[src/rtl/acc_pkg.sv]
// Shared types for the accumulator unit: opcodes, flag bit positions and FSM states.
package acc_pkg;

    typedef enum logic [2:0] {
        OP_NOP  = 3'd0,
        OP_LOAD = 3'd1,
        OP_ADD  = 3'd2,
        OP_SUB  = 3'd3,
        OP_SHL  = 3'd4,
        OP_SHR  = 3'd5,
        OP_CLR  = 3'd6,
        OP_MUL  = 3'd7
    } acc_op_e;

    localparam int FLAG_V = 0;
    localparam int FLAG_C = 1;
    localparam int FLAG_Z = 2;
    localparam int FLAG_N = 3;

    typedef enum logic {
        IDLE = 1'b0,
        MULT = 1'b1
    } acc_state_e;

    function automatic logic [3:0] mk_flags(input logic n, input logic z,
                                            input logic c, input logic v);
        logic [3:0] f;
        f         = 4'b0000;
        f[FLAG_N] = n;
        f[FLAG_Z] = z;
        f[FLAG_C] = c;
        f[FLAG_V] = v;
        return f;
    endfunction

endpackage

[src/rtl/acc_mul_seq.sv]
// Iterative shift-add multiplier core; one partial product per step, WIDTH steps total.
// product_o already includes the current step, so the owner can commit it on the last cycle.
module acc_mul_seq #(
    parameter int WIDTH = 8
) (
    input  logic               clk,
    input  logic               clr,
    input  logic               start_i,
    input  logic               step_i,
    input  logic [WIDTH-1:0]   mcand_i,
    input  logic [WIDTH-1:0]   mplier_i,
    output logic               last_o,
    output logic [2*WIDTH-1:0] product_o
);

    localparam int CW = (WIDTH > 2) ? $clog2(WIDTH) : 1;

    logic [2*WIDTH-1:0] mcand_q, mcand_d;
    logic [WIDTH-1:0]   mplier_q, mplier_d;
    logic [2*WIDTH-1:0] prod_q, prod_d;
    logic [CW-1:0]      count_q, count_d;

    assign product_o = prod_q + (mplier_q[0] ? mcand_q : '0);
    assign last_o    = (count_q == CW'(WIDTH - 1));

    always_comb begin
        mcand_d  = mcand_q;
        mplier_d = mplier_q;
        prod_d   = prod_q;
        count_d  = count_q;
        if (start_i) begin
            mcand_d  = {{WIDTH{1'b0}}, mcand_i};
            mplier_d = mplier_i;
            prod_d   = '0;
            count_d  = '0;
        end else if (step_i && !last_o) begin
            prod_d   = product_o;
            mcand_d  = mcand_q << 1;
            mplier_d = mplier_q >> 1;
            count_d  = count_q + 1'b1;
        end
    end

    always_ff @(posedge clk) begin
        if (clr) begin
            mcand_q  <= '0;
            mplier_q <= '0;
            prod_q   <= '0;
            count_q  <= '0;
        end else begin
            mcand_q  <= mcand_d;
            mplier_q <= mplier_d;
            prod_q   <= prod_d;
            count_q  <= count_d;
        end
    end

endmodule

[src/rtl/acc_unit.sv]
// WIDTH-bit accumulator with N/Z/C/V flags and a valid/ready op port.
// Optional iterative multiply is built only when ACC_UNIT_MUL_EN is defined.
module acc_unit
    import acc_pkg::*;
#(
    parameter int WIDTH = 8
) (
    input  logic             clk,
    input  logic             clr,
    input  logic             op_valid,
    input  logic [2:0]       op,
    input  logic [WIDTH-1:0] operand,
    output logic             op_ready,
    output logic             done,
    output logic             busy,
    input  logic             ea,
    output logic [WIDTH-1:0] bus,
    output logic [WIDTH-1:0] s,
    output logic [3:0]       flags,
    output acc_state_e       state_o
);

    // Handshake: an op is taken on a rising edge with op_valid && op_ready;
    // op_valid is ignored while op_ready is low, and done pulses once per result.

    acc_state_e       state_q, state_d;
    logic [WIDTH-1:0] acc_q, acc_d;
    logic [3:0]       flags_q, flags_d;
    logic             done_q, done_d;

    acc_op_e          op_e;
    logic [WIDTH:0]   add_w, sub_w;
    logic [WIDTH-1:0] alu_res;
    logic             alu_c, alu_v, alu_wr;
    logic             accept, start_mul;

    assign op_e     = acc_op_e'(op);
    assign op_ready = (state_q == IDLE);
    assign accept   = op_valid && op_ready;
    assign done     = done_q;
    assign s        = acc_q;
    assign bus      = ea ? acc_q : '0;
    assign flags    = flags_q;
    assign state_o  = state_q;

    assign add_w = {1'b0, acc_q} + {1'b0, operand};
    assign sub_w = {1'b0, acc_q} - {1'b0, operand};

    always_comb begin
        alu_res = acc_q;
        alu_c   = 1'b0;
        alu_v   = 1'b0;
        alu_wr  = 1'b0;
        case (op_e)
            OP_LOAD: begin
                alu_res = operand;
                alu_wr  = 1'b1;
            end
            OP_ADD: begin
                alu_res = add_w[WIDTH-1:0];
                alu_c   = add_w[WIDTH];
                alu_v   = (acc_q[WIDTH-1] == operand[WIDTH-1]) &&
                          (add_w[WIDTH-1] != acc_q[WIDTH-1]);
                alu_wr  = 1'b1;
            end
            OP_SUB: begin
                alu_res = sub_w[WIDTH-1:0];
                alu_c   = sub_w[WIDTH];
                alu_v   = (acc_q[WIDTH-1] != operand[WIDTH-1]) &&
                          (sub_w[WIDTH-1] != acc_q[WIDTH-1]);
                alu_wr  = 1'b1;
            end
            OP_SHL: begin
                alu_res = {acc_q[WIDTH-2:0], 1'b0};
                alu_c   = acc_q[WIDTH-1];
                alu_wr  = 1'b1;
            end
            OP_SHR: begin
                alu_res = {1'b0, acc_q[WIDTH-1:1]};
                alu_c   = acc_q[0];
                alu_wr  = 1'b1;
            end
            OP_CLR: begin
                alu_res = '0;
                alu_wr  = 1'b1;
            end
            default: begin
                alu_wr  = 1'b0;
            end
        endcase
    end

`ifdef ACC_UNIT_MUL_EN
    logic               mul_last;
    logic [2*WIDTH-1:0] mul_product;

    assign start_mul = accept && (op_e == OP_MUL);
    assign busy      = (state_q == MULT);

    acc_mul_seq #(.WIDTH(WIDTH)) u_mul (
        .clk      (clk),
        .clr      (clr),
        .start_i  (start_mul),
        .step_i   (state_q == MULT),
        .mcand_i  (acc_q),
        .mplier_i (operand),
        .last_o   (mul_last),
        .product_o(mul_product)
    );
`else
    assign start_mul = 1'b0;
    assign busy      = 1'b0;
`endif

    always_comb begin
        state_d = state_q;
        acc_d   = acc_q;
        flags_d = flags_q;
        done_d  = 1'b0;
        case (state_q)
            IDLE: begin
                if (start_mul) begin
                    state_d = MULT;
                end else if (accept) begin
                    done_d = 1'b1;
                    if (alu_wr) begin
                        acc_d   = alu_res;
                        flags_d = mk_flags(alu_res[WIDTH-1], alu_res == '0, alu_c, alu_v);
                    end
                end
            end
`ifdef ACC_UNIT_MUL_EN
            MULT: begin
                if (mul_last) begin
                    acc_d   = mul_product[WIDTH-1:0];
                    flags_d = mk_flags(mul_product[WIDTH-1], mul_product[WIDTH-1:0] == '0,
                                       |mul_product[2*WIDTH-1:WIDTH], 1'b0);
                    done_d  = 1'b1;
                    state_d = IDLE;
                end
            end
`endif
            default: state_d = IDLE;
        endcase
    end

    always_ff @(posedge clk) begin
        if (clr) begin
            state_q <= IDLE;
            acc_q   <= '0;
            flags_q <= 4'b0100;
            done_q  <= 1'b0;
        end else begin
            state_q <= state_d;
            acc_q   <= acc_d;
            flags_q <= flags_d;
            done_q  <= done_d;
        end
    end

endmodule

[config.mk]
export PLATFORM = sky130hd
export DESIGN_NAME = acc_unit
export DESIGN_NICKNAME = d
export VERILOG_FILES = /design/src/rtl/acc_pkg.sv /design/src/rtl/acc_mul_seq.sv /design/src/rtl/acc_unit.sv
export SDC_FILE = /design/constraint.sdc
export NUM_CORES = 1
export LEC_CHECK = 0
export ABC_CLOCK_PERIOD_IN_PS = 4050
export BUFFER_PORTS_ARGS = -buffer_cell sky130_fd_sc_hd__buf_2
export CORE_MARGIN = 2
export CORE_UTILIZATION = 35
export DETAILED_ROUTE_END_ITERATION = 10
export GPL_ROUTABILITY_DRIVEN = 0
export PLACE_DENSITY = 0.67
export SKIP_LAST_GASP = 1
export SYNTH_ARGS = -nofsm -noshare
export SYNTH_HDL_FRONTEND = slang
export SYNTH_SLANG_ARGS = --single-unit
[constraint.sdc]
create_clock -name clk -period 4.05 [get_ports clk]
set_input_delay 1.0125 -clock clk [delete_from_list [all_inputs] [get_ports clk]]
set_output_delay 1.0125 -clock clk [all_outputs]
set_load 0.03 [all_outputs]
==> flow_metrics.tcl <==
set metrics [dict create \
    crit_path_start_kind "input pin" \
    place_area_um2 1826 \
    ys_types 50 \
    seq_area_frac_synth 0.1415 \
    first_iter_violations 108 \
    crit_chain "buf_2 > ha_1 > inv_1 > fa_1 > a21oi_1 > o21bai_1 > a21oi_1 > mux2i_1 > xnor2_1 > a211o_1 > o31ai_2" \
    port-buffer-count 35 \
    vdd_drop_max_uv 131.2 \
    cts.repair.resized 0 \
    start_util 0.3619 \
    reg2reg_to "flags[2]" \
    synth_cells 232 \
    stdcell_area_um2 1881 \
    drtAntennaViolNets 0 \
    status "completed" \
    diodes 0 \
    clock-sinks 12 \
    areaGrowthSynthToFinish_pct 10.76 \
    drc 0 \
    syn-cell-area_um2 1698 \
    die_h_um 73.65 \
    cp.required_ns 4.21 \
    slew_viol_final 0 \
    grt_pass1_wl_um 6782 \
    tightestPinTransition_ns 0.6487 \
    hold_end "flags[1]" \
    async_reset_ff_frac 0 \
    io_pins 39 \
    drive_gt1_frac 0.1944 \
    tns_ns 0 \
    die_x_um 73.65 \
    grt_pass1_vias 1532 \
    clockBufferDepth 2 \
    coreArea_um2 4692 \
    r2r_slack_ns 1.51 \
    nNetsFinal 286 \
    max_freq_mhz 344.6 \
    fp.dieArea_um2 5424 \
    fin_crit_ns 2.902 \
    drv_cap 0 \
    worstSkewPairLatency_ns 0.24 \
    final_common_cell "buf_2" \
    fillers 512 \
    clockRootBuffer "clkbuf_8" \
    critPathSlowestCell "fa_1" \
    powerDensity_nw_per_um2 269.5 \
    avgViaCountPerCell 5.513 \
    grt_max_degree 36 \
    vias 1687 \
    relSlewSlack 0.5675 \
    setup_violations 0 \
    hold_path.class "reg -> reg" \
    post-route-period-util 0.7164 \
    grt_overflow 0 \
    final_cell_mix "buf_2, nor2_1, a21oi_1" \
    slowest_delay_ns 0.41 \
    path_buf_inv 2 \
    first_pass_iters 4 \
    clkTransAtPathRegs_ns 0.05 \
    final-hold-violation-count 0 \
    htree_num_levels 1 \
    post_cts_buffers 0 \
    critPathTopFamily "compound AO/OA/AOI/OAI gates" \
    cts_tree "done" \
    cts_buffers 3 \
    ys.flop_type "dfxtp_1" \
    cpMostUsedCell "a21oi_1" \
    wl_per_cell_um 13.67 \
    cp-end-kind "register" \
    avgSynthCellArea_um2 7.318 \
    seq_area_um2 240.2 \
    ctsHoldBuffers 0 \
    path_max_fanout 3 \
    rsz0062_at_grt "false" \
    hpwl_um 3228 \
    path_class "in -> reg" \
    crit_arrival_ns 3.06 \
    hold_depth 2 \
    r2r_cells 11 \
    power.static_leakage_nw 0.8847 \
    antenna_found_initial 0 \
    finClkSkew_ns 0.005459 \
    synth_edf_count 0 \
    multiInputGateArea_um2 1294 \
    grt_use_total 0.1563 \
    rr_startpoint "s[0]" \
    hold_start "flags[1]" \
    wirelength_um 4184 \
    ys_warn_count 0 \
    rows 25 \
    synth-seq-cells 12 \
]
## final cells by class
type	instances	area share
tap	54	0.03593
multi-input combinational	188	0.6880
timing repair buffer	35	0.09315
sequential	12	0.1277
clock buffer	4	0.02927
inverter	13	0.02595
## Yosys cell counts, drive strengths merged, types with 5 or more instances
| library cell | count | area, µm² |
|---|---|---|
| nor2 | 25 | 93.84 |
| a21oi | 21 | 108.9 |
| ha | 16 | 200.2 |
| buf | 15 | 100.1 |
| inv | 13 | 48.80 |
| dfxtp | 12 | 240.2 |
| nand2 | 12 | 45.04 |
| o21ai | 11 | 55.05 |
| and2 | 10 | 62.56 |
| nor3 | 10 | 50.05 |
| a211oi | 8 | 65.06 |
| nand2b | 8 | 50.05 |
| nor2b | 8 | 57.55 |
| mux2i | 7 | 70.07 |
| clkbuf | 5 | 18.77 |
## power by group
part	total [W]	internal, W	switching [W]
logic	0.000232	0.0000892	0.000143
registers	0.000145	0.000128	0.0000172
clock network	0.000130	0.0000858	0.0000439
## routing by layer
metal	track usage	share of wire	vias to the layer above
met4	0.02424	0.010	0
met2	0.2718	0.49	45
met3	0.03018	0.049	4
met5	0	0	-
li1	-	-	848
met1	0.2032	0.45	790
## how the worst max path moves through the flow
stage	startpoint	to	depth (start not counted)
2_1_floorplan	operand[0]	flags[2]	10
3_3_place_gp	operand[0]	flags[2]	11
3_5_place_dp	operand[4]	flags[2]	10
4_1_cts	operand[0]	flags[2]	11
5_1_grt	operand[4]	flags[2]	10
6_report	operand[0]	flags[2]	11
## flip-flops by register name, indices dropped and copies added (netlist names)
register / count
flags: 3
done: 1
s: 8
## logic make-up after synthesis
logic type / synth area share
simple gates: 0.2638
compound gates: 0.2564
buf+inv: 0.09875
fa+ha+maj: 0.1415
flops: 0.1415
mux: 0.06780
xor+xnor: 0.02580
other cells: 0.004423
## tightest hold or removal path: stages (launching register included)
cell	delay, ns
dfxtp_1	0.30
inv_1	0.05
o32ai_1	0.07
## metrics by stage
step           hold slack (ns)  setup slack, ns  utilization  cells  power (W)
3_3_place_gp            0.4741           0.9447       0.3891    302  0.0003764
4_1_cts                 0.4778            1.160       0.4008    306  0.0005079
2_1_floorplan           0.5993            1.272            -    233  0.0003292
6_report                0.4763            1.148       0.4008    306  0.0005068
5_1_grt                 0.5131            1.021       0.4008    306  0.0005389
3_5_place_dp            0.4697           0.9184       0.3891    302  0.0003787
Power figures use the tool's default switching activity.
